$ cat config.mk
export PLATFORM = sky130hd
export DESIGN_NAME = par2serial_tx
export DESIGN_NICKNAME = d
export VERILOG_FILES = /design/src/rtl/phy_symbols_pkg.sv /design/src/rtl/piso_shift8.sv /design/src/rtl/par2serial_tx.sv
export SDC_FILE = /design/constraint.sdc
export NUM_CORES = 1
export LEC_CHECK = 0
export CAP_MARGIN = 20
export CORE_ASPECT_RATIO = 1.5
export CORE_MARGIN = 5
export CORE_UTILIZATION = 45
export DETAILED_ROUTE_END_ITERATION = 6
export PLACE_DENSITY = 0.79
export SYNTH_ARGS = -nofsm -noshare
export SYNTH_HDL_FRONTEND = slang
export SYNTH_SLANG_ARGS = --single-unit
$ cat constraint.sdc
create_clock -name clk32f -period 1.7 [get_ports clk32f]
set_clock_uncertainty 0.05 [all_clocks]
set_input_delay 0.255 -clock clk32f [delete_from_list [all_inputs] [get_ports clk32f]]
set_output_delay 0.255 -clock clk32f [all_outputs]
set_load 0.02 [all_outputs]
$ cat src/rtl/phy_symbols_pkg.sv
// Line symbols and state encoding for the serial PHY.
// Used by both the transmit and receive sides.
package phy_symbols_pkg;

  localparam logic [7:0] COM_SYM_DEF  = 8'hBC;
  localparam logic [7:0] IDLE_SYM_DEF = 8'h7C;

  typedef enum logic {
    SYNC   = 1'b0,
    ACTIVE = 1'b1
  } tx_state_e;

endpackage

$ cat src/rtl/piso_shift8.sv
// 8-bit parallel-in serial-out register.
// The MSB is presented straight from the flop.
module piso_shift8 (
  input  logic       clk,
  input  logic       reset,
  input  logic       load,
  input  logic [7:0] din,
  output logic       dout
);

  logic [7:0] sr;

  always_ff @(posedge clk) begin
    if (reset) begin
      sr <= 8'h00;
    end else if (load) begin
      sr <= din;
    end else begin
      sr <= {sr[6:0], 1'b0};
    end
  end

  assign dout = sr[7];

endmodule

$ cat src/rtl/par2serial_tx.sv
// Byte-to-bit serializer with COM sync train.
// Sends SYNC_SYMBOLS commas, then data or IDLE.
module par2serial_tx
  import phy_symbols_pkg::*;
#(
  parameter logic [7:0] COM_SYM      = COM_SYM_DEF,
  parameter logic [7:0] IDLE_SYM     = IDLE_SYM_DEF,
  parameter int         SYNC_SYMBOLS = 4
) (
  input  logic       clk32f,
  input  logic       reset,
  input  logic [7:0] in,
  input  logic       valid,
  output logic       out,
  output logic       ready,
  output logic       active
);

  localparam logic [7:0] LAST_COM = 8'(SYNC_SYMBOLS - 1);

  tx_state_e  state;
  tx_state_e  nxt_state;
  logic [2:0] bit_cnt;
  logic [2:0] nxt_bit;
  logic [7:0] com_cnt;
  logic       load;
  logic [7:0] sym;

  always_comb begin
    load      = (bit_cnt == 3'd7);
    nxt_bit   = bit_cnt + 3'd1;
    nxt_state = state;
    sym       = COM_SYM;
    if (state == ACTIVE) begin
      sym = valid ? in : IDLE_SYM;
    end else if (load && com_cnt == LAST_COM) begin
      nxt_state = ACTIVE;
    end
  end

  always_ff @(posedge clk32f) begin
    if (reset) begin
      bit_cnt <= 3'd7;
      state   <= SYNC;
      com_cnt <= 8'd0;
      active  <= 1'b0;
      ready   <= 1'b0;
    end else begin
      bit_cnt <= nxt_bit;
      state   <= nxt_state;
      if (load && state == SYNC) begin
        com_cnt <= com_cnt + 8'd1;
      end
      active <= (nxt_state == ACTIVE);
      ready  <= (nxt_state == ACTIVE) &&
                (nxt_bit == 3'd7);
    end
  end

  piso_shift8 u_piso (
    .clk   (clk32f),
    .reset (reset),
    .load  (load),
    .din   (sym),
    .dout  (out)
  );

endmodule

# Word-level counts from Yosys, hierarchy flattened
# Cells that the tools add are included.
# Widths: inputs -> output; s select.
dict set report totals {
  register_bits 21
  rom_bits 0
  mem_bits_rw 0
  output_inout_bits 3
  n_memories 0
  latchBits 0
}
dict set report classes {
  shift 0
  n_mux 5
  reduce_logical 4
  add_sub_neg 2
  n_bitwise 3
  div 0
  mul 0
  eq_ne 3
  order_cmp 0
}
# op count
set op_table {}
lappend op_table {{$mux 8} 3}
lappend op_table {{$add 8x1->8 const B} 1}
lappend op_table {{$eq 8x2->1 const B} 1}
lappend op_table {{$eq 3x3->1 const B} 2}
lappend op_table {{$reduce_or 4->1} 1}
lappend op_table {{$add 3x1->3 const B} 1}
lappend op_table {{$logic_and 1x1->1} 3}
lappend op_table {{$not 1->1} 3}
lappend op_table {{$mux 1} 2}

# Logic depth before layout (Yosys ltp)
# Gate-level depths: netlist (run 1).
dict set report depth {
  word_depth 5
  mapped_depth 6
  mapped_depth_nobuf 5
}

# Cells and area by module
# A second synthesis (run 1) with hierarchy kept.
dict set report unflattened {
  cells_unflattened 95
  hier_area_um2 924.6
}
# module cells_each n_inst area_per_inst_um2
set modules_own_cells {}
lappend modules_own_cells {par2serial_tx 70 1 641.9}
lappend modules_own_cells {piso_shift8 25 1 282.8}

# Worst setup path after synthesis (run 1)
# Ideal clock, no wire load.
dict set report synth_timing {
  path_kind {reg-to-reg}
  startpoint {register bit_cnt[0]}
  endpoint {register com_cnt[7]}
  synth_period_minus_slack_ns 1.606
  arrival_ns 1.435
  stages_incl_launch_ff 7
  slack_ns 0.094
  setup_ns 0.121
  cell_sequence {dfxtp_1 -> ha_1 -> ha_1 -> buf_6 -> nor2b_4 -> and4_1 -> mux2_4}
}
dict set report synth_via {
  elab_chain_len 2
}
# item line_no
set synth_rtl {}
lappend synth_rtl {{start: declaration} par2serial_tx.sv:23} ;# logic [2:0] bit_cnt;
lappend synth_rtl {{start signal: assignment} par2serial_tx.sv:49} ;# bit_cnt <= nxt_bit;
lappend synth_rtl {{$eq 3x3->1} par2serial_tx.sv:30} ;# load = (bit_cnt == 3'd7);
lappend synth_rtl {{$logic_and 1x1->1} par2serial_tx.sv:51} ;# if (load && state == SYNC) begin
lappend synth_rtl {{end signal: assignment} par2serial_tx.sv:52} ;# com_cnt <= com_cnt + 8'd1;
lappend synth_rtl {{end: declaration} par2serial_tx.sv:25} ;# logic [7:0] com_cnt;
# Every way passes these cells.
# A chain may end at the register's enable or synchronous reset.

# Worst setup path after layout (run 1)
# Ends and elaborated chain as after synthesis.

==> results of run 1 <==
-- power groups by stage --
stage,clock network (mW),registers (mW),logic [mW]
after floorplan,0,0.566,0.121
after global placement,0,0.565,0.178
after detailed placement,0,0.566,0.184
after CTS,0.245,0.555,0.185
after global routing,0.267,0.560,0.201
final,0.241,0.555,0.182
-- worst max-delay path: cells and delay by family (launching register included) --
kind | cells | cell delay [ns]
muxes | 1 | 0.29
and+or+nand+nor | 2 | 0.44
adders and majority gates | 2 | 0.36
DFF | 1 | 0.38
-- worst max-delay path by stage --
stage          startpoint  depth (start not counted)  slack (ns)         end
6_report       bit_cnt[0]                          5        0.11  com_cnt[7]
5_1_grt        bit_cnt[0]                          5        0.01  com_cnt[7]
4_1_cts        bit_cnt[0]                          5         0.1  com_cnt[7]
3_5_place_dp   bit_cnt[0]                          5        0.11  com_cnt[7]
3_3_place_gp   bit_cnt[0]                          5        0.17  com_cnt[7]
2_1_floorplan  bit_cnt[0]                          6        0.09  com_cnt[7]
-- Yosys cell counts, drive strengths merged (3+ instances only) --
cell | instances | share of area
nand2b | 4 | 0.028
inv | 3 | 0.012
ha | 4 | 0.055
or3 | 3 | 0.021
a211oi | 4 | 0.033
nand2 | 5 | 0.021
nor2b | 3 | 0.029
nor2 | 16 | 0.066
a21oi | 5 | 0.028
o21ai | 3 | 0.017
dfxtp | 21 | 0.46
-- final cells by class --
| class | instances | area share |
|---|---|---|
| flip-flops and latches | 21 | 0.3801 |
| well taps | 22 | 0.02489 |
| inverters | 3 | 0.01018 |
| clock buffers | 3 | 0.02036 |
| clock inverters | 1 | 0.004525 |
| multi-input cells | 67 | 0.4095 |
| repair buffers | 18 | 0.1505 |
-- kinds of logic after synthesis --
| logic type | share of synthesized area |
|---|---|
| and+or+nand+nor | 0.2796 |
| adders and majority gates | 0.05510 |
| AOI/OAI and AO/OA | 0.1047 |
| muxes | 0.03994 |
| DFF | 0.4628 |
| buffers and inverters | 0.03856 |
| xor gates and xnor gates | 0.01929 |
-- routing by layer --
metal / vias up / global-route usage / wire [microns]
met5: - / 0 / 0
met2: 15 / 0.2155 / 860
li1: 366 / - / -
met4: 0 / 0.06574 / 12
met1: 325 / 0.1385 / 705
met3: 2 / 0.02778 / 87
-- flip-flops by register name (all words and copies together) (netlist names) --
register and cells:
u_piso.sr 8, bit_cnt 3, com_cnt 8, ready 1, state 1
-- stage by stage --
stage	hold WS (ns)	cell area [sq um]
floorplan	0.3315	908.4
global placement	0.3469	1080
detailed placement	0.3576	1080
CTS	0.3836	1106
global route	0.4219	1106
finish	0.3858	1106
-- what timing repair did --
| item | in CTS | in global routing |
|---|---|---|
| hold buffers | 0 | 0 |
| setup endpoints to repair | 1 | 0 |
| gates resized for setup | 1 | 0 |
==> run summary, run 1 <==
YS warnings -> 0
syn nets -> 110
initial antenna violation count -> 0
final worst-path setup slack -> 0.1115 ns
Post-synth EDFFs -> 0
clock slew seen by the registers of the worst setup and hold paths -> 0.13 ns
post-DP HPWL -> 1311 microns
die width -> 46.69 microns
setup_tns -> 0 ns
FILL cells -> 180
power share of the combinational group -> 0.186
hold path start -> bit_cnt[0]
fin crit period -> 1.588 ns
row count -> 20
final core utilization -> 0.5595
register area -> 420.4 sq um
dpl cells -> 131
total wire length -> 1664 microns
Layout Nets -> 129
hold path endpoint -> bit_cnt[0]
Layout area overhead -> 21.76%
Port Buffers -> 13
P_int -> 0.7129 mW
number of global-route vias before repair -> 719
Clk Latency, worst-skew pair -> 0.31 ns
GRT overflow -> 0
full die area -> 3036 sq um
clk buf depth -> 2
Root Buffer Master -> clkbuf_4
most frequent cells in the layout -> dfxtp_1 (21), nor2_1 (16), clkdlybuf4s50_1 (12)
status -> complete, no violations
register area share after synthesis -> 0.4628
crit-path max cell delay -> 0.38 ns
Yosys cell types -> 31
#FFs+latches synth -> 21
Max-Cap Viols -> 0
Net Sw Frac -> 0.2713
vias per cell -> 5.244
gr usage total -> 0.1264
clock group share of total power -> 0.247
slowest cell on the critical path -> dfxtp_1
GPL Wtd Cong -> 0.7201
Placement Setup Slack -> 0.1081 ns
largest net degree at the start of global routing -> 16
CP Capture Type -> flip-flop
reg2reg path depth -> 5
syn avg cell area -> 9.562 sq um
crit path DAT -> 1.76 ns
final std cells w/o fill -> 135
Slew headroom -> 0.8198
global-route wire length before repair -> 2856 microns
Starting Density -> 0.4595
TritonCTS buffer count -> 3
Sink Count -> 21
remaining routing DRC violations -> 0
Final Max Slew Viols -> 0
number of vias in the routed layout -> 708
capture point of the worst reg-to-reg path -> com_cnt[7]
final period utilization -> 0.9344
CTS H-Tree Depth -> 1
switching power -> 0.2654 mW
die height -> 65.03 microns
Setup Crit Path Kind -> flip-flop to flip-flop
Cell Chain, Critical Path -> ha_1 -> ha_1 -> nor2b_4 -> and4_1 -> mux2_4
Max Fclk -> 629.5 MHz
Worst Path Max Fanout -> 4
CTS tree -> yes
Top FF cell, synth -> dfxtp_1
Req. time, crit path -> 1.87 ns
Antenna Nets Post-Route -> 0
most common cell after layout, fill and taps aside -> dfxtp_1
Antenna diodes -> 0
flop2flop setup slack -> 0.11 ns
RSZ-0062 raised after global routing -> no
Hold Path Stages -> 1
cell area after synthesis -> 908.4 sq um
CP most frequent cell -> ha_1
area of the multi-input gates -> 452.9 sq um
initial detailed-routing violation count -> 9
Gate Count Post-Synth -> 95
WL per Instance -> 12.33 microns
I/O pin count -> 14
Async SR Flop Fraction -> 0
RR Startpoint -> bit_cnt[0]
total chip power -> 0.9784 mW
Initial DRT Pass Iterations -> 3
Power Density -> 884.6 nW/um^2
crit start category -> flip-flop
leakage -> 0.4878 nW
worst vdd ir -> 528.8 uV
post-CTS setup buffer count -> 0
final hold violations -> 0
core area -> 1977 sq um
Slew @ Worst Pin -> 0.2668 ns
final setup vio count -> 0
share of layout cells above drive strength 1 -> 0.1239
hold crit path type -> flip-flop to flip-flop
sequential share of power -> 0.567
Note: power is estimated with default switching activity, not from simulation.
==> inputs of run 2 (changes only) <==
--- a/config.mk
+++ b/config.mk
@@ -10,7 +10,8 @@
 export CORE_MARGIN = 5
 export CORE_UTILIZATION = 45
 export DETAILED_ROUTE_END_ITERATION = 6
-export PLACE_DENSITY = 0.79
+export GPL_TIMING_DRIVEN = 0
+export PLACE_DENSITY = 0.69
 export SYNTH_ARGS = -nofsm -noshare
 export SYNTH_HDL_FRONTEND = slang
 export SYNTH_SLANG_ARGS = --single-unit
==> run summary, run 2 (synthesized netlist as in run 1, its figures left out) <==
status -> complete, no violations (unchanged)
CTS tree -> yes (unchanged)
Layout area overhead -> 28.93% (was 21.76%)
CP most frequent cell -> ha_4 (was ha_1)
final worst-path setup slack -> 0.08244 ns (was 0.1115 ns)
Req. time, crit path -> 1.85 ns (was 1.87 ns)
Root Buffer Master -> clkbuf_4 (unchanged)
Hold Buf Count CTS -> 0 (unchanged)
clock slew seen by the registers of the worst setup and hold paths -> 0.12 ns (was 0.13 ns)
Placement Setup Slack -> 0.0006197 ns (was 0.1081 ns)
most frequent cells in the layout -> dfxtp_1 (18), nor2_1 (16), clkdlybuf4s50_1 (12) (was dfxtp_1 (21), nor2_1 (16), clkdlybuf4s50_1 (12))
clk buf depth -> 2 (unchanged)
Max-Cap Viols -> 0 (unchanged)
final period utilization -> 0.9515 (was 0.9344)
initial antenna violation count -> 0 (unchanged)
most common cell after layout, fill and taps aside -> dfxtp_1 (unchanged)
met3 wire length -> 98 microns (was 87 microns)
final std cells w/o fill -> 141 (was 135)
Sink Count -> 21 (unchanged)
largest registers -> com_cnt x8, u_piso.sr x8, bit_cnt x3 (unchanged)
Max Used Layer -> met4 (unchanged)
Worst path depth -> 6 (was 5)
Layout Nets -> 135 (was 129)
Antenna diodes -> 0 (unchanged)
Setup Crit Path Kind -> flip-flop to flip-flop (unchanged)
M1 WL -> 701 microns (was 705 microns)
crit start category -> flip-flop (unchanged)
hold crit path type -> flip-flop to flip-flop (unchanged)
final setup vio count -> 0 (unchanged)
Hold Path Stages -> 2 (was 1)
total wire length -> 1672 microns (was 1664 microns)
Slew headroom -> 0.6926 (was 0.8198)
I/O pin count -> 14 (unchanged)
gr usage total -> 0.1246 (was 0.1264)
Starting Density -> 0.4595 (unchanged)
number of vias in the routed layout -> 723 (was 708)
Cell Chain, Critical Path -> ha_4 -> ha_4 -> buf_6 -> nor2b_4 -> and4_1 -> mux2_4 (was ha_1 -> ha_1 -> nor2b_4 -> and4_1 -> mux2_4)
dpl cells -> 130 (was 131)
Worst Path Max Fanout -> 5 (was 4)
Max Fclk -> 618.2 MHz (was 629.5 MHz)
crit path DAT -> 1.77 ns (was 1.76 ns)
final hold slack -> 0.4125 ns (was 0.3858 ns)
number of global-route vias before repair -> 644 (was 719)
reg2reg path depth -> 6 (was 5)
RR Startpoint -> bit_cnt[0] (unchanged)
worst vdd ir -> 631.0 uV (was 528.8 uV)
leakage -> 0.5110 nW (was 0.4878 nW)
Slew @ Worst Pin -> 0.4612 ns (was 0.2668 ns)
die width -> 46.69 microns (unchanged)
Bufs and invs on worst path -> 1 (was 0)
crit path launch -> bit_cnt[0] (unchanged)
TritonCTS buffer count -> 3 (unchanged)
CP Capture Type -> flip-flop (unchanged)
row count -> 20 (unchanged)
GRT overflow -> 0 (unchanged)
final hold violations -> 0 (unchanged)
CTS H-Tree Depth -> 1 (unchanged)
total chip power -> 1.030 mW (was 0.9784 mW)
placed instance area -> 1066 sq um (was 1080 sq um)
crit-path max cell delay -> 0.38 ns (about the same)
Antenna Nets Post-Route -> 0 (unchanged)
met2 wire length -> 831 microns (was 860 microns)
GPL Wtd Cong -> 0.6960 (was 0.7201)
vias per cell -> 5.128 (was 5.244)
cell area after layout -> 1171 sq um (was 1106 sq um)
CP delay by family, top -> simple AND/OR/NAND/NOR gates (unchanged)
hold path start -> u_piso.sr[5] (was bit_cnt[0])
Clk Latency, worst-skew pair -> 0.31 ns (about the same)
remaining routing DRC violations -> 0 (unchanged)
full die area -> 3036 sq um (unchanged)
post-DP HPWL -> 1147 microns (was 1311 microns)
initial detailed-routing violation count -> 9 (unchanged)
fin crit period -> 1.618 ns (was 1.588 ns)
largest net degree at the start of global routing -> 13 (was 16)
core area -> 1977 sq um (unchanged)
WL per Instance -> 11.86 microns (was 12.33 microns)
Port Buffers -> 13 (unchanged)
Final Max Slew Viols -> 0 (unchanged)
Power Density -> 879.2 nW/um^2 (was 884.6 nW/um^2)
Initial DRT Pass Iterations -> 4 (was 3)
share of layout cells above drive strength 1 -> 0.1933 (was 0.1239)
global-route wire length before repair -> 2746 microns (was 2856 microns)
slowest cell on the critical path -> dfxtp_2 (was dfxtp_1)
die height -> 65.03 microns (unchanged)
-- run 2: cell count changes in the layout (fill, tap and decap cells not counted), moves of 2 or more --
cell,before,now
clkbuf_1,0,2
ha_1,4,2
dfxtp_1,21,18
dfxtp_2,0,3
ha_4,0,2
buf_2,0,2
-- run 2: metal layers --
| layer | vias to the layer above | track usage |
|---|---|---|
| met5 | - | 0 |
| met4 | 0 | 0.06228 |
| met3 | 5 | 0.03333 |
| met2 | 18 | 0.1983 |
| met1 | 322 | 0.1480 |
| li1 | 378 | - |
-- run 2: worst register-to-register path, cell delays in order, from the launching register on --
cell	delay [ns]
dfxtp_2	0.38
ha_4	0.15
ha_4	0.13
buf_6	0.12
nor2b_4	0.17
and4_1	0.22
mux2_4	0.30
-- run 2: stage by stage --
stage	util	TNS, ns
after floorplan	-	0
after global placement	0.5392	-0.006636
after detailed placement	0.5392	0
after CTS	0.5538	0
after global routing	0.5924	-0.008131
final	0.5924	0
-- run 2: path summary, 6_finish.rpt --
check                 endpoint  slack [ns]
setup / recovery    com_cnt[7]        0.08
hold / removal    u_piso.sr[6]        0.41
setup reg to reg    com_cnt[7]        0.08
hold reg to reg   u_piso.sr[6]        0.41
-- run 2: what timing repair did --
| item | in CTS | in global routing |
|---|---|---|
| buffers inserted | 0 | 6 |
| gates cloned | 0 | 1 |
| pin swaps | 0 | 2 |
| resized for setup | 3 | 5 |
| endpoints found under the setup margin | 2 | 2 |
-- run 2: power breakdown --
group / total (mW) / switching [mW] / internal [mW]
Clock: 0.238 / 0.150 / 0.0879
Sequential: 0.561 / 0.0306 / 0.531
Combinational: 0.230 / 0.0976 / 0.132
Total: 1.03 / 0.279 / 0.751
-- run 2: cell type report --
class,count,area (sq um)
inverters,3,11.26
fillers,176,805.8
well taps,22,27.53
clock buffers,3,22.52
multi-input cells,67,478.0
flip-flops and latches,21,424.2
plain buffers,4,23.77
repair buffers,20,178.9
clock inverters,1,5.005
==> inputs of run 3 (changes only) <==
--- a/config.mk
+++ b/config.mk
@@ -7,7 +7,6 @@
 export LEC_CHECK = 0
 export CAP_MARGIN = 20
 export CORE_ASPECT_RATIO = 1.5
-export CORE_MARGIN = 5
 export CORE_UTILIZATION = 45
 export DETAILED_ROUTE_END_ITERATION = 6
 export GPL_TIMING_DRIVEN = 0
==> run summary, run 3 (synthesized netlist as in run 1, its figures left out) <==
RSZ-0062 raised after global routing -> no
leakage -> 0.4948 nW (was 0.5110 nW)
Root Buffer Master -> clkbuf_4 (unchanged)
largest registers -> com_cnt x8, u_piso.sr x8, bit_cnt x3 (unchanged)
Port Buffers -> 13 (unchanged)
CTS H-Tree Depth -> 1 (unchanged)
WL per Instance -> 11.88 microns (was 11.86 microns)
TritonCTS buffer count -> 3 (unchanged)
global-route wire length before repair -> 2628 microns (was 2746 microns)
GPL Wtd Cong -> 0.6898 (was 0.6960)
I/O pin count -> 14 (unchanged)
total chip power -> 1.014 mW (was 1.030 mW)
Worst Path Max Fanout -> 3 (was 5)
RR Startpoint -> bit_cnt[0] (unchanged)
Final Max Slew Viols -> 0 (unchanged)
vias per cell -> 5.228 (was 5.128)
clock slew seen by the registers of the worst setup and hold paths -> 0.13 ns (was 0.12 ns)
crit path launch -> bit_cnt[0] (unchanged)
dpl cells -> 129 (was 130)
hold crit path type -> flip-flop to flip-flop (unchanged)
reg2reg path depth -> 6 (unchanged)
largest net degree at the start of global routing -> 13 (unchanged)
die height -> 57.03 microns (was 65.03 microns)
final setup vio count -> 0 (unchanged)
Clk Latency, worst-skew pair -> 0.31 ns (about the same)
most frequent cells in the layout -> dfxtp_1 (18), nor2_1 (16), clkdlybuf4s50_1 (12) (unchanged)
Starting Density -> 0.4899 (was 0.4595)
initial antenna violation count -> 0 (unchanged)
most common cell after layout, fill and taps aside -> dfxtp_1 (unchanged)
number of vias in the routed layout -> 711 (was 723)
Initial DRT Pass Iterations -> 4 (unchanged)
Sink Count -> 21 (unchanged)
final period utilization -> 0.9440 (was 0.9515)
die width -> 38.69 microns (was 46.69 microns)
final std cells w/o fill -> 136 (was 141)
share of layout cells above drive strength 1 -> 0.1478 (was 0.1933)
worst vdd ir -> 555.2 uV (was 631.0 uV)
final hold slack -> 0.3818 ns (was 0.4125 ns)
Max-Cap Viols -> 0 (unchanged)
Slew headroom -> 0.6985 (was 0.6926)
initial detailed-routing violation count -> 10 (was 9)
flop2flop setup slack -> 0.1 ns (was 0.08 ns)
crit start category -> flip-flop (unchanged)
total wire length -> 1615 microns (was 1672 microns)
Antenna diodes -> 0 (unchanged)
Layout area overhead -> 24.38% (was 28.93%)
CTS tree -> yes (unchanged)
full die area -> 2206 sq um (was 3036 sq um)
Req. time, crit path -> 1.87 ns (was 1.85 ns)
Max Fclk -> 623.1 MHz (was 618.2 MHz)
final hold violations -> 0 (unchanged)
fin crit period -> 1.605 ns (was 1.618 ns)
number of global-route vias before repair -> 648 (was 644)
Power Density -> 897.1 nW/um^2 (was 879.2 nW/um^2)
status -> complete, no violations (unchanged)
clk buf depth -> 2 (unchanged)
Slew @ Worst Pin -> 0.4522 ns (was 0.4612 ns)
CP Capture Type -> flip-flop (unchanged)
gr usage total -> 0.1682 (was 0.1246)
capture point of the worst reg-to-reg path -> com_cnt[7] (unchanged)
Layout Nets -> 131 (was 135)
core area -> 1854 sq um (was 1977 sq um)
worst setup path end -> com_cnt[7] (unchanged)
post-DP HPWL -> 1165 microns (was 1147 microns)
row count -> 19 (was 20)
final core utilization -> 0.6093 (was 0.5924)
setup_tns -> 0 ns (unchanged)
GRT overflow -> 0 (unchanged)
remaining routing DRC violations -> 0 (unchanged)
Setup Crit Path Kind -> flip-flop to flip-flop (unchanged)
crit path DAT -> 1.78 ns (was 1.77 ns)
Antenna Nets Post-Route -> 0 (unchanged)
[run 3: cell count changes in the layout (fill, tap and decap cells not counted)]
cell	change
buf_2	-1
buf_4	-4
buf_12	+1
ha_4	-2
ha_1	+2
[run 3: timing repair]
| action | CTS | global route |
|---|---|---|
| resized for setup | 3 | 1 |
| hold endpoints to repair | 0 | 0 |
| pin swaps | 0 | 1 |
| setup buffers | 1 | 2 |
| endpoints found under the setup margin | 2 | 1 |
| hold buffers | 0 | 0 |
[run 3: power breakdown]
part | internal [mW] | switching (mW)
registers | 0.531 | 0.0245
clock network | 0.0880 | 0.161
logic | 0.118 | 0.0916
[run 3: layout make-up]
cell class / instances / area, sq um
repair buffers: 16 / 163.9
multi-input cells: 67 / 452.9
fillers: 171 / 724.4
clock inverters: 1 / 5.005
clock buffers: 3 / 22.52
plain buffers: 4 / 23.77
inverters: 3 / 11.26
flip-flops and latches: 21 / 424.2
well taps: 21 / 26.28
[run 3: how the worst min path moves through the flow]
stage               cells after the start            to       start  slack [ns]
CTS                                     1    bit_cnt[0]  bit_cnt[0]        0.38
floorplan                               2  u_piso.sr[0]       in[0]        0.33
finish                                  1    bit_cnt[0]  bit_cnt[0]        0.38
global placement                        1    bit_cnt[0]  bit_cnt[0]        0.35
global route                            1    bit_cnt[0]  bit_cnt[0]        0.40
detailed placement                      1    bit_cnt[0]  bit_cnt[0]        0.36
[run 3: metrics by stage]
step           worst slack, ns  cell area [sq um]
3_3_place_gp           0.01312               1065
5_1_grt                0.03268               1130
2_1_floorplan          0.09380              908.4
3_5_place_dp          -0.02754               1065
6_report               0.09523               1130
4_1_cts                0.03249               1101
[run 3: critical path: stages (launching register included)]
cell and delay, ns:
dfxtp_2 0.35, ha_1 0.19, ha_1 0.19, buf_6 0.12, nor2b_4 0.12, and4_1 0.19, mux2_4 0.29
[run 3: routing by layer]
| metal | part of all wire | GRT usage | vias up |
|---|---|---|---|
| met5 | 0 | 0 | - |
| met4 | 0.022 | 0.1034 | 0 |
| met3 | 0.027 | 0.03502 | 4 |
| met2 | 0.52 | 0.2667 | 9 |
| met1 | 0.44 | 0.1985 | 327 |
| li1 | - | - | 371 |
==> RTL edit, RTL diff (config.mk and constraints of run 3) <==
One comparison of `com_cnt` changes from == to >=.
--- a/src/rtl/par2serial_tx.sv
+++ b/src/rtl/par2serial_tx.sv
@@ -33,7 +33,7 @@
     sym       = COM_SYM;
     if (state == ACTIVE) begin
       sym = valid ? in : IDLE_SYM;
-    end else if (load && com_cnt == LAST_COM) begin
+    end else if (load && com_cnt >= LAST_COM) begin
       nxt_state = ACTIVE;
     end
   end
Formal check against the unedited RTL: no difference found for any inputs over 10 cycles, from zero or initial values and one cycle with reset high; that may be too few to reach the edited logic, so the function may still have changed.
==> RTL edit against run 3 <==
  * Sequential cell count did not move
  * Largest power group unchanged
  * Worst setup slack worse by 0.057 ns
  * Sequential share of layout area is 0.55 points higher
  * Combinational power shrank 9%
  * Die area decreased by 5.5%
  * First-iteration DRC count is 70% lower
  * Synthesized area is 5.8% lower
  * Sequential power is essentially flat
  * Final area is 1.4% lower
  * Power is 3.3% lower
  * Count of clock-buffer cells in the layout did not move
  * Wire length down 0.12%
==> RTL edit: results (changes against run 3) <==
| Metric | Value |
|---|---|
| 1st-iter DRT viols | `3 (was 10)` |
| Largest stage delay, worst path | `0.54 ns (was 0.35 ns)` |
| Post-synth ARST share | `0 (unchanged)` |
| Share of cells above drive strength 1 | `0.165 (was 0.148)` |
| DR vias | `698 (was 711)` |
| Register-to-register setup slack | `0.04 ns (was 0.1 ns)` |
| Largest net degree at the start of global routing | `13 (unchanged)` |
| Yosys reg bits | `21 (unchanged)` |
| Seq/Total Area, Yosys | `0.491 (was 0.463)` |
| RePlAce Congestion | `0.712 (was 0.690)` |
| Fillers | `161 (was 171)` |
| H-tree Lvls | `1 (unchanged)` |
| #MultiIn Comb | `63 (was 67)` |
| Static Leak | `0.424 nW (was 0.495 nW)` |
| Clock slew at reported path FFs | `0.11 ns (was 0.13 ns)` |
| Non-CTS buffers | `22 (was 20)` |
| Final non-clock buffer share | `0.171 (was 0.166)` |
| Final HPWL DP | `1150 um (was 1170 um)` |
| Slowest-stage cell, CP | `or4_1 (was dfxtp_2)` |
| Worst-Skew Late Latency | `roughly 0.30 ns` |
| First-pass GRT wire length | `2730 um (was 2630 um)` |
| R2R Path End | `com_cnt[7]$_SDFFE_PP0P_ (unchanged)` |
| Clock Tree Buf Depth | `2 (unchanged)` |
| Setup violators final | `0 (unchanged)` |
| Max_slew headroom | `0.703 (was 0.699)` |
| Biggest registers after layout | `com_cnt x8, u_piso.sr x8, bit_cnt x3 (unchanged)` |
| Initial antenna violation count | `0 (unchanged)` |
| Clock network share of area | `0.0247 (was 0.0244)` |
| Post-synth EDFFs | `0 (unchanged)` |
| Worst path top cell family by delay | `simple AND/OR/NAND/NOR gates (was adder cells)` |
| Seq/total area | `0.381 (was 0.375)` |
| Non-clock inverter count | `5 (was 3)` |
| Multi-input combinational area share | `0.383 (was 0.401)` |
| Outcome | `completed (unchanged)` |
| Crit path launch | `bit_cnt[1]$_SDFF_PP1_ (was bit_cnt[0]$_SDFF_PP1_)` |
| Wire per inst | `11.9 um (about the same)` |
| Worst-path fanout max | `6 (was 3)` |
| GRT Resource Usage Total | `0.180 (was 0.168)` |
| Synth cell count leaders | `21 x dfxtp_1, 12 x nor2_1, 8 x a21oi_1 (was 21 x dfxtp_1, 16 x nor2_1, 5 x a21oi_1, 5 x nand2_1)` |
| Cell variety after synth | `27 (was 31)` |
| Worst path arrival time | `1.85 ns (was 1.78 ns)` |
| Syn Nets | `108 (was 110)` |
| Clock buf count | `3 (unchanged)` |
| Max IR drop VDD | `0.621 mV (was 0.555 mV)` |
| Worst hold stages | `1 (unchanged)` |
| Vias in the first global route | `692 (was 648)` |
| DRT Pass-1 Iters | `2 (was 4)` |
| Synth area leaders | `dfxtp_1 49%, ha_1 5.8%, nor2_1 5.3%, a21oi_1 4.7%, a211oi_1 4.4% (was dfxtp_1 46%, nor2_1 6.6%, ha_1 5.5%, a211oi_1 3.3%, a21oi_1 2.8%)` |
| Internal power | `0.724 mW (was 0.737 mW)` |
| Crit Path Category | `flip-flop to flip-flop (unchanged)` |
==> RTL edit: metal layers <==
layer,up-vias,GRT usage,part of all wire
li1,369,-,-
met3,4,0.0241,0.020
met5,-,0,0
met4,0,0.0918,0.024
met2,14,0.328,0.53
met1,311,0.185,0.42
==> RTL edit: power by group through the flow <==
stage / registers (mW) / logic (mW) / clock network (mW)
CTS: 0.552 / 0.174 / 0.241
finish: 0.556 / 0.191 / 0.232
global placement: 0.559 / 0.159 / 0
floorplan: 0.562 / 0.105 / 0
detailed placement: 0.563 / 0.167 / 0
global route: 0.561 / 0.217 / 0.265
==> RTL edit: repair_timing <==
item	in CTS	in global routing
pin swaps	0	3
setup buffers	2	3
endpoints found under the setup margin	4	6
resized for setup	4	7
hold buffers	0	0
==> RTL edit: cell families (layout without fill, tap and decap cells) <==
group / after synthesis / count (layout) / synth area share
AO/OA/AOI/OAI: 21 / 21 / 0.161
XOR/XNOR: 2 / 2 / 0.0205
buffers and inverters: 9 / 31 / 0.0439
flip-flops: 21 / 21 / 0.491
multiplexers: 1 / 1 / 0.0117
AND/OR/NAND/NOR: 35 / 35 / 0.213
adder cells (fa/ha/maj): 4 / 4 / 0.0585
==> RTL edit: per-stage QoR <==
step | area (um^2) | setup WS (ns) | std cells | hold slack (ns) | setup TNS (ns)
after CTS | 1060 | -0.0211 | 133 | 0.381 | -0.0337
after global placement | 1010 | 0.000318 | 127 | 0.348 | 0
final | 1110 | 0.0386 | 136 | 0.393 | 0
after floorplan | 856 | 0.146 | 93 | 0.306 | 0
after global routing | 1110 | -0.0389 | 136 | 0.411 | -0.0552
after detailed placement | 1010 | -0.0664 | 127 | 0.358 | -0.129
